[src/rtl/fpu_addcmp_unit.sv]
// Single-precision add/sub, min/max, compare and sign-op unit.
// Fixed four-edge latency from accept to result.
module fpu_addcmp_unit #(
   parameter bit          LATENCY_CHECK = 1'b1,
   parameter logic [31:0] CANON_NAN     = 32'h7FC00000
) (
   input  logic        clk,
   input  logic        reset,
   input  logic [31:0] fpu1in,
   input  logic [31:0] fpu2in,
   input  logic [4:0]  fpuen,
   output logic [31:0] fpuout,
   output logic        fpudone,
   output logic        fpubusy
);
   typedef enum logic [2:0] {StIdle, StAlign, StAddSub, StNorm, StDone} state_e;

   localparam logic [3:0] OpAdd = 4'd0, OpSub = 4'd1, OpMin = 4'd2, OpMax = 4'd3, OpEq = 4'd4,
                          OpLt = 4'd5, OpLe = 4'd6, OpNeg = 4'd7, OpAbs = 4'd8, OpSgnj = 4'd9;

   state_e      state_q, state_d;
   logic [31:0] a_q, b_q, spec_res_q, res_q;
   logic [3:0]  op_q;
   logic        spec_q, sign_q, zsign_q, sub_q;
   logic [7:0]  exp_q;
   logic [26:0] siga_q, sigb_q;
   logic [27:0] sum_q;

   function automatic logic [4:0] lzc27(input logic [26:0] v);
      lzc27 = 5'd27;
      for (int i = 0; i < 27; i++) begin
         if (v[i]) lzc27 = 5'(26 - i);
      end
   endfunction

   always_comb begin
      state_d = state_q;
      unique case (state_q)
         StIdle:   if (fpuen[4]) state_d = StAlign;
         StAlign:  state_d = StAddSub;
         StAddSub: state_d = StNorm;
         StNorm:   state_d = StDone;
         StDone:   state_d = StIdle;
         default:  state_d = StIdle;
      endcase
   end

   // ALIGN stage: flush, classify, order, shift, and resolve all non-add results
   logic [31:0] fa, fb, fbe, big, sml, spec_res_d;
   logic        a_nan, b_nan, a_inf, b_inf, a_zero, b_zero, sb_eff, a_big;
   logic        tot_lt, cmp_lt, cmp_eq, spec_d;
   logic [7:0]  diff;
   logic [26:0] sig_s, sig_s_sh;

   always_comb begin
      fa     = (a_q[30:23] == 8'h00) ? {a_q[31], 31'b0} : a_q;
      fb     = (b_q[30:23] == 8'h00) ? {b_q[31], 31'b0} : b_q;
      a_nan  = (&fa[30:23]) && (|fa[22:0]);
      b_nan  = (&fb[30:23]) && (|fb[22:0]);
      a_inf  = (&fa[30:23]) && !(|fa[22:0]);
      b_inf  = (&fb[30:23]) && !(|fb[22:0]);
      a_zero = (fa[30:23] == 8'h00);
      b_zero = (fb[30:23] == 8'h00);
      sb_eff = fb[31] ^ (op_q == OpSub);
      fbe    = {sb_eff, fb[30:0]};
      a_big  = (fa[30:0] >= fb[30:0]);
      big    = a_big ? fa : fbe;
      sml    = a_big ? fbe : fa;
      diff   = big[30:23] - sml[30:23];
      sig_s  = {|sml[30:23], sml[22:0], 3'b000};
      if (diff >= 8'd26) begin
         sig_s_sh = {26'b0, |sig_s};
      end else begin
         sig_s_sh = (sig_s >> diff) | {26'b0, |(sig_s & ((27'd1 << diff) - 27'd1))};
      end

      // Total order with -0 below +0; compares treat the zeros as equal
      if (fa[31] != fb[31])  tot_lt = fa[31];
      else if (!fa[31])      tot_lt = fa[30:0] < fb[30:0];
      else                   tot_lt = fb[30:0] < fa[30:0];
      cmp_lt = tot_lt && !(a_zero && b_zero);
      cmp_eq = (fa == fb) || (a_zero && b_zero);

      spec_d     = 1'b1;
      spec_res_d = 32'h0;
      unique case (op_q)
         OpAdd, OpSub: begin
            spec_d = a_nan || b_nan || a_inf || b_inf;
            if (a_nan || b_nan)     spec_res_d = CANON_NAN;
            else if (a_inf && b_inf) spec_res_d = (fa[31] == sb_eff) ? fa : CANON_NAN;
            else if (a_inf)          spec_res_d = fa;
            else                     spec_res_d = fbe;
         end
         OpMin, OpMax: begin
            if (a_nan && b_nan) spec_res_d = CANON_NAN;
            else if (a_nan)     spec_res_d = fb;
            else if (b_nan)     spec_res_d = fa;
            else                spec_res_d = (tot_lt ^ (op_q == OpMax)) ? fa : fb;
         end
         OpEq:    spec_res_d = {31'b0, !(a_nan || b_nan) && cmp_eq};
         OpLt:    spec_res_d = {31'b0, !(a_nan || b_nan) && cmp_lt};
         OpLe:    spec_res_d = {31'b0, !(a_nan || b_nan) && (cmp_lt || cmp_eq)};
         OpNeg:   spec_res_d = {~fa[31], fa[30:0]};
         OpAbs:   spec_res_d = {1'b0, fa[30:0]};
         OpSgnj:  spec_res_d = {fb[31], fa[30:0]};
         default: spec_res_d = 32'h0;
      endcase
   end

   // NORM stage
   logic [4:0]        lz;
   logic [26:0]       nsig;
   logic signed [9:0] nexp;
   logic [31:0]       norm_res;
   logic              unused_norm;

   always_comb begin
      lz = lzc27(sum_q[26:0]);
      if (sum_q[27]) begin
         nsig = {sum_q[27:2], sum_q[1] | sum_q[0]};
         nexp = $signed({2'b00, exp_q}) + 10'sd1;
      end else begin
         nsig = sum_q[26:0] << lz;
         nexp = $signed({2'b00, exp_q}) - $signed({5'b00000, lz});
      end
      if (sum_q == 28'd0)         norm_res = {zsign_q, 31'b0};
      else if (nexp >= 10'sd255)  norm_res = {sign_q, 8'hFF, 23'b0};
      else if (nexp <= 10'sd0)    norm_res = {sign_q, 31'b0};
      else                        norm_res = {sign_q, nexp[7:0], nsig[25:3]};
   end
   assign unused_norm = ^{nsig[26], nsig[2:0], nexp[9:8]};

   always_ff @(posedge clk or negedge reset) begin
      if (!reset) begin
         state_q    <= StIdle;
         a_q        <= '0;
         b_q        <= '0;
         op_q       <= '0;
         spec_q     <= 1'b0;
         spec_res_q <= '0;
         sign_q     <= 1'b0;
         zsign_q    <= 1'b0;
         sub_q      <= 1'b0;
         exp_q      <= '0;
         siga_q     <= '0;
         sigb_q     <= '0;
         sum_q      <= '0;
         res_q      <= '0;
         fpuout     <= '0;
         fpudone    <= 1'b0;
      end else begin
         state_q <= state_d;
         fpudone <= 1'b0;
         unique case (state_q)
            StIdle: begin
               if (fpuen[4]) begin
                  a_q  <= fpu1in;
                  b_q  <= fpu2in;
                  op_q <= fpuen[3:0];
               end
            end
            StAlign: begin
               spec_q     <= spec_d;
               spec_res_q <= spec_res_d;
               sign_q     <= big[31];
               zsign_q    <= fa[31] & sb_eff;
               sub_q      <= fa[31] ^ sb_eff;
               exp_q      <= big[30:23];
               siga_q     <= {|big[30:23], big[22:0], 3'b000};
               sigb_q     <= sig_s_sh;
            end
            StAddSub: sum_q <= sub_q ? ({1'b0, siga_q} - {1'b0, sigb_q})
                                     : ({1'b0, siga_q} + {1'b0, sigb_q});
            StNorm:   res_q <= spec_q ? spec_res_q : norm_res;
            StDone: begin
               fpuout  <= res_q;
               fpudone <= 1'b1;
            end
            default: ;
         endcase
      end
   end

   assign fpubusy = (state_q != StIdle) || fpudone;

   if (LATENCY_CHECK) begin : g_busy_check
      busy_cmd_a: assert property (@(posedge clk) disable iff (!reset)
                                   !(fpuen[4] && state_q != StIdle))
         else $warning("command dropped while unit busy");
   end

endmodule

[config.mk]
export PLATFORM = sky130hd
export DESIGN_NAME = fpu_addcmp_unit
export DESIGN_NICKNAME = d
export VERILOG_FILES = /design/src/rtl/fpu_addcmp_unit.sv
export SDC_FILE = /design/constraint.sdc
export NUM_CORES = 1
export LEC_CHECK = 0
export ABC_AREA = 1
export BUFFER_PORTS_ARGS = -buffer_cell sky130_fd_sc_hd__buf_2
export CORE_UTILIZATION = 45
export DETAILED_ROUTE_END_ITERATION = 8
export PLACE_DENSITY = 0.62
export SYNTH_ARGS = -nofsm -noshare
export SYNTH_HDL_FRONTEND = slang
export SYNTH_SLANG_ARGS = --single-unit
[constraint.sdc]
create_clock -name clk -period 4.99 [get_ports clk]
set_input_delay 0.499 -clock clk [delete_from_list [all_inputs] [get_ports clk]]
set_output_delay 0.499 -clock clk [all_outputs]
set_load 0.01 [all_outputs]
# Yosys cells after proc, flatten, opt, wreduce, memory -nomap -nowiden
# Cells that the tools add are included.
# totals
reg_bits,259
latchBits,0
mem_bits_rw,0
rom_bits,0
in_bits,71
output_inout_bits,34
word_cells,150
memories,0
# classes
n_addsub,6
multipliers,0
div,0
magnitude_cmp,6
eq_ne,17
shifts,3
n_mux,54
bitwise_logic,8
n_reduce_logical,40
# ops
operator,count
2-to-1 mux 32 bit,11
case mux 32 bit (8 select lines),1
2-to-1 mux 31 bit,5
2-to-1 mux 5 bit,26
less-than comparator 31 bit,2
OR reduction 23 bit,2
equality test 32 bit,1
zero test 8 bit,4
>= comparator 31 bit,1
OR reduction 31 bit,1
adder 27 x 27 -> 28 bit,1
zero test 28 bit,1
2-to-1 mux 28 bit,1
subtractor 27 x 27 -> 28 bit,1
bitwise AND 27 bit,1
2-to-1 mux 27 bit,1
bitwise OR 27 x 1 -> 27 bit,1
OR reduction 27 bit,1
<< shifter 1 x 8 -> 27 bit (first input constant),1
<< shifter 27 x 5 -> 26 bit,1
>> shifter 27 x 8 -> 27 bit,1
subtractor 27 x 1 -> 27 bit (second input constant),1
2-to-1 mux 26 bit,1
equality test 4 x 3 -> 1 bit (second input constant),4
33 further kinds,63

# Depth between registers and ports, before layout
# logic_depth
depth_word,34
ltp_mapped,47
mapped_depth_nobuf,44

# Least setup slack after synthesis
# Ideal clock, no wire load.
# synth_path
path_type,register to register
startpoint,register sum_q[2]
endpoint,register res_q[13]
setup_time_ps,87
t_arrival_ps,4792
required_time_ps,4903
slack_ps,111
path_stages_with_launch,41
n_path_buf,3
synth_period_minus_slack_ps,4879
path_cell_list,dfrtp_1 > o21bai_1 > a21oi_1 > o21ai_0 > nand2_1 > nand2_1 > nand2_1 > nand2_1 > nand2_1 > nand2_1 > nand2_1 > nand2_1 > nand2_1 > nand2_1 > nand2_1 > nand2_1 > nand2_1 > nand2_1 > [... 5 more ...] > clkbuf_1 > clkbuf_1 > ha_1 > inv_1 > fa_1 > a21oi_1 > o21ai_0 > inv_1 > nor2_1 > nor3_1 > nor2_1 > nand4_1 > nor4_1 > and3_1 > nor4_1 > clkbuf_1 > o211ai_1 > a22oi_1
# synth_via
elab_chain_len,32
word_cells_on_any_way,36
cone_classes,1 x add/sub; 2 x order compare; 1 x shift; 31 x mux; 1 x reduce/logical
# synth_rtl
element,line_no,text
"start, declared",27,logic [27:0] sum_q;
"start signal, assigned",172,"StAddSub: sum_q <= sub_q ? ({1'b0, siga_q} - {1'b0, sigb_q})"
2-to-1 mux 5 bit (25 in a row),32,if (v[i]) lzc27 = 5'(26 - i);
subtractor 8 x 5 -> 9 bit,124,"nexp = $signed({2'b00, exp_q}) - $signed({5'b00000, lz});"
2-to-1 mux 10 bit,119,if (sum_q[27]) begin
<= comparator 10 x 1 -> 1 bit,128,"else if (nexp <= 10'sd0) norm_res = {sign_q, 31'b0};"
2-to-1 mux 31 bit,128,
2-to-1 mux 31 bit,127,"else if (nexp >= 10'sd255) norm_res = {sign_q, 8'hFF, 23'b0};"
2-to-1 mux 32 bit *,126,"if (sum_q == 28'd0) norm_res = {zsign_q, 31'b0};"
2-to-1 mux 32 bit *,174,StNorm: res_q <= spec_q ? spec_res_q : norm_res;
"end signal, assigned",174,
"end, declared",22,"logic [31:0] a_q, b_q, spec_res_q, res_q;"
# Every way passes the cells marked *; elsewhere a longest branch is shown, timed or not.
# A chain may end at the register's enable or synchronous reset.

# Final worst setup path
# layout_path
startpoint,register b_q[25]
endpoint,register sigb_q[0]
# layout_via
elab_chain_len,11
word_cells_on_any_way,16
cone_classes,2 x add/sub; 2 x order compare; 2 x shift; 4 x mux; 2 x bitwise; 4 x reduce/logical
# layout_rtl
element,line_no,text
"start, declared",22,
"start signal, assigned",158,b_q <= fpu2in;
zero test 8 bit,57,"fb = (b_q[30:23] == 8'h00) ? {b_q[31], 31'b0} : b_q;"
2-to-1 mux 31 bit *,57,
>= comparator 31 bit,66,a_big = (fa[30:0] >= fb[30:0]);
2-to-1 mux 32 bit / 2-to-1 mux 31 bit (equally long branches),"67, 68",
subtractor 8 bit,69,diff = big[30:23] - sml[30:23];
<< shifter 1 x 8 -> 27 bit,74,"sig_s_sh = (sig_s >> diff) | {26'b0, |(sig_s & ((27'd1 << diff) - 27'd1))};"
subtractor 27 x 1 -> 27 bit,74,
bitwise AND 27 bit,74,
OR reduction 27 bit,74,
bitwise OR 27 x 1 -> 27 bit,74,
2-to-1 mux 27 bit *,71,if (diff >= 8'd26) begin
"end signal, assigned",170,sigb_q <= sig_s_sh;
"end, declared",26,"logic [26:0] siga_q, sigb_q;"
# Marks and branches as above.

==> run_results.csv <==
group,metric,value,unit
clocking,cts-hold-fix-buffers,0,
clocking,root_buffer_cell,"sky130_fd_sc_hd__clkbuf_16",
grt,first_global_vias,19000,
logic_synthesis,ys_dominant_reg_cell,"sky130_fd_sc_hd__dfrtp_1",
grt,largest_net_degree_at_the_start_of_global_routing,116,
logic_synthesis,leading_cell_types_by_total_area_after_synthesis,"sky130_fd_sc_hd__dfrtp_1 (33%), sky130_fd_sc_hd__nand2_1 (13%), sky130_fd_sc_hd__o21ai_0 (8.8%)",
floorplanning,placeableCoreArea,42100,um^2
layout,final_cell_count_no_fill,3611,
detailed_routing,wl_per_cell,19.7,um
logic_synthesis,synth_cells,2778,
logic_synthesis,synth_seq_cells,259,
critical_path,cpMaxStageDelayCell,"sky130_fd_sc_hd__dfrtp_1",
detailed_routing,wl,71.2,mm
outcome,failing_checks,"hold timing",
logic_synthesis,synth_most_common_cell,"sky130_fd_sc_hd__nand2_1",
logic_synthesis,synth_seq_area_share,33.5,%
floorplanning,floorplan.die_area,43800,um^2
floorplanning,floorplan.io_pins,105,
critical_path,start_kind,"register",
clocking,clkSlewWorstSetupHoldPaths,0.07,ns
placed_design,dpl_cell_area,22000,um^2
timing,timing.setup.tns,0,ns
logic_synthesis,post_synth_instance_area,19300,um^2
timing,timing.slew.headroom,24.5,%
timing,final.min_clock_period,4.83,ns
layout,design.final.nets,3204,
detailed_routing,drt_drc_violations_left,0,
grt,grtUsageTotal,32.1,%
logic_synthesis,synth.cells.most_frequent,"sky130_fd_sc_hd__nand2_1 (678), sky130_fd_sc_hd__o21ai_0 (339), sky130_fd_sc_hd__inv_1 (295)",
timing,finalSetupViolCount,0,
detailed_routing,drt_iter0_drc,2077,
placed_design,numPortBuffers,104,
timing,final_hold_viol_count,9,
floorplanning,fp-row-count,75,
critical_path,worst_r2r_path_depth,38,
detailed_routing,vias_per_cell,5.62,
grt,number_of_antenna_violations_at_the_first_check_in_global_routing,1,
critical_path,end_kind,"register",
timing,grt_setup_unrepaired,"true",
clocking,cts_tree,"built",
logic_synthesis,post_synth.cell_area_avg,6.97,um^2
layout,post_route_cells_drive_above_1_share,19.8,%
logic_synthesis,post_synth_edffs,0,
critical_path,worstReg2RegEnd,"sigb_q[0]",
placed_design,dp_slack,-0.0638,ns
timing,fin_worst_skew,0.0254,ns
timing,hold_worst_slack,-0.0253,ns
logic_synthesis,yosys.area.top_type_share,33.5,%
floorplanning,initial_core_util,45.9,%
critical_path,r2r-start,"b_q[25]",
critical_path,critPathMostFrequentCell,"sky130_fd_sc_hd__nand2_1",
logic_synthesis,mappedNetlistNets,2933,
clocking,cts_made_buffers,29,
clocking,clock_latency_late_sink,0.58,ns
logic_synthesis,synthDominantAreaCellType,"sky130_fd_sc_hd__dfrtp_1",
critical_path,rrSetupSlack,0.16,ns
clocking,cts.sink_count,259,
critical_path,timing.setup.critical_path_class,"register to register",
detailed_routing,ant_nets,0,
placed_design,gpl.final_weighted_congestion,1.00,
critical_path,crit_path_max_fanout,20,
detailed_routing,vias,20300,
critical_path,crit_path_max_incr_delay,0.39,ns
flow_run,count_of_max_cap_constraint_violations,0,
clocking,ctsLongestPathBuffers,3,
timing,worst_slack,0.165,ns
layout,num-fill-cells,4115,
floorplanning,floorplan.die.width,209,um
floorplanning,die_h,209,um
layout,antennaDiodeCount,0,
layout,area_growth_syn_to_layout,21.5,%
critical_path,crit_arrival,5.29,ns
placed_design,detailed_place_hpwl,56.3,mm
logic_synthesis,synthArstFlopShare,100,%
layout,finalInstanceArea,23500,um^2
timing,worstMarginPinSlew,1.13,ns
timing,post-route-period-util,96.7,%
timing,fmaxAchievable,0.207,GHz
logic_synthesis,synth.yosys.warnings,0,
placed_design,placedCellCount,3543,
critical_path,crit_required,5.46,ns
outcome,run_status,"complete, but fails checks",
detailed_routing,first_pass_iters,6,
grt,gr-total-overflow,0,
timing,slew_violations,0,
clocking,cts_max_level,1,
worst_hold_path,worst_hold_path_type,"input pin to asynchronous set/reset pin",
grt,global_route_wire_length_before_repair,109,mm
logic_synthesis,synth_cell_types,61,
## sequential cells by signal (all words and copies together), names as in the netlist, 3 cells and up
name and flops:
b_q 32, a_q 32, siga_q 24, fpuout 32, op_q 4, sigb_q 27
sum_q 28, state_q 3, exp_q 8, res_q 32, spec_res_q 32
## area by class of cell
| cell class | instances | area [um^2] | share of cell area, % |
|---|---|---|---|
| flip-flops and latches | 259 | 6480 | 27.6 |
| inverters | 307 | 1160 | 4.94 |
| multi-input cells | 2067 | 11400 | 48.7 |
| clock inverters | 15 | 174 | 0.740 |
| well taps | 539 | 674 | 2.87 |
| clock buffers | 39 | 853 | 3.63 |
| repair buffers | 385 | 2720 | 11.6 |
## metal layers
layer	share of wire [%]	global-route usage (%)
met5	0.090	1.56
met4	4.1	13.0
met3	7.2	4.20
met2	44	49.5
met1	45	45.3
## stage by stage
step           util, %  hold slack (ns)
6_report          55.8          -0.0253
3_5_place_dp      52.3            0.458
5_1_grt           55.8           0.0773
3_3_place_gp      52.3            0.455
2_1_floorplan        -            0.203
4_1_cts           54.7           0.0234
## worst max-delay path: cells and delay by family (launching register included)
family          cells  cell delay, ns
simple gates       27            2.72
buf+inv             6            0.61
compound gates      3            0.40
flops               1            0.39
fa+ha+maj           1            0.30
xor+xnor            1            0.25
## how the worst max path moves through the flow
stage                         from   endpoint  slack [ns]  depth (start not counted)
final                      b_q[25]  sigb_q[0]        0.16                         38
after global routing       b_q[25]  sigb_q[0]       -0.13                         40
after CTS                  b_q[28]  sigb_q[3]      -0.003                         37
after detailed placement   b_q[28]  sigb_q[3]       -0.06                         38
after global placement     b_q[28]  sigb_q[0]       -0.14                         40
after floorplan           sum_q[2]  res_q[13]        0.11                         40
## cell usage in the layout, fill, tap and decap left out, types with 29 or more instances in the layout
cell type,instances
sky130_fd_sc_hd__nand2_1,653
sky130_fd_sc_hd__o21ai_0,328
sky130_fd_sc_hd__inv_1,290
sky130_fd_sc_hd__buf_4,274
sky130_fd_sc_hd__dfrtp_1,259
sky130_fd_sc_hd__nor2_1,216
sky130_fd_sc_hd__a21oi_1,163
sky130_fd_sc_hd__buf_2,103
sky130_fd_sc_hd__nand3_1,91
sky130_fd_sc_hd__ha_1,72
sky130_fd_sc_hd__nand4_1,61
sky130_fd_sc_hd__o211ai_1,59
sky130_fd_sc_hd__o21ai_1,33
sky130_fd_sc_hd__a31oi_1,33
sky130_fd_sc_hd__mux2_2,33
sky130_fd_sc_hd__nand2_2,32
sky130_fd_sc_hd__xor2_1,30
sky130_fd_sc_hd__a22oi_1,29
sky130_fd_sc_hd__clkbuf_16,29
## kinds of logic (layout without fill, tap and decap cells)
family | Yosys count | count (layout) | synth area share [%]
AOI/OAI and AO/OA | 746 | 746 | 21.9
xor gates and xnor gates | 36 | 36 | 1.75
adders and majority gates | 84 | 84 | 5.51
buffers and inverters | 452 | 746 | 9.28
DFF | 259 | 259 | 33.5
muxes | 45 | 45 | 2.54
and+or+nand+nor | 1156 | 1156 | 25.6
## what timing repair did
item,in CTS,in global routing
resized for setup,3,96
pin swaps,1,37
endpoints found under the setup margin,9,61
buffers inserted,0,14
endpoints found under the hold margin,0,0
Power is not shown: default switching activity piles up to over one toggle a cycle in this logic, so the estimate is an artifact.
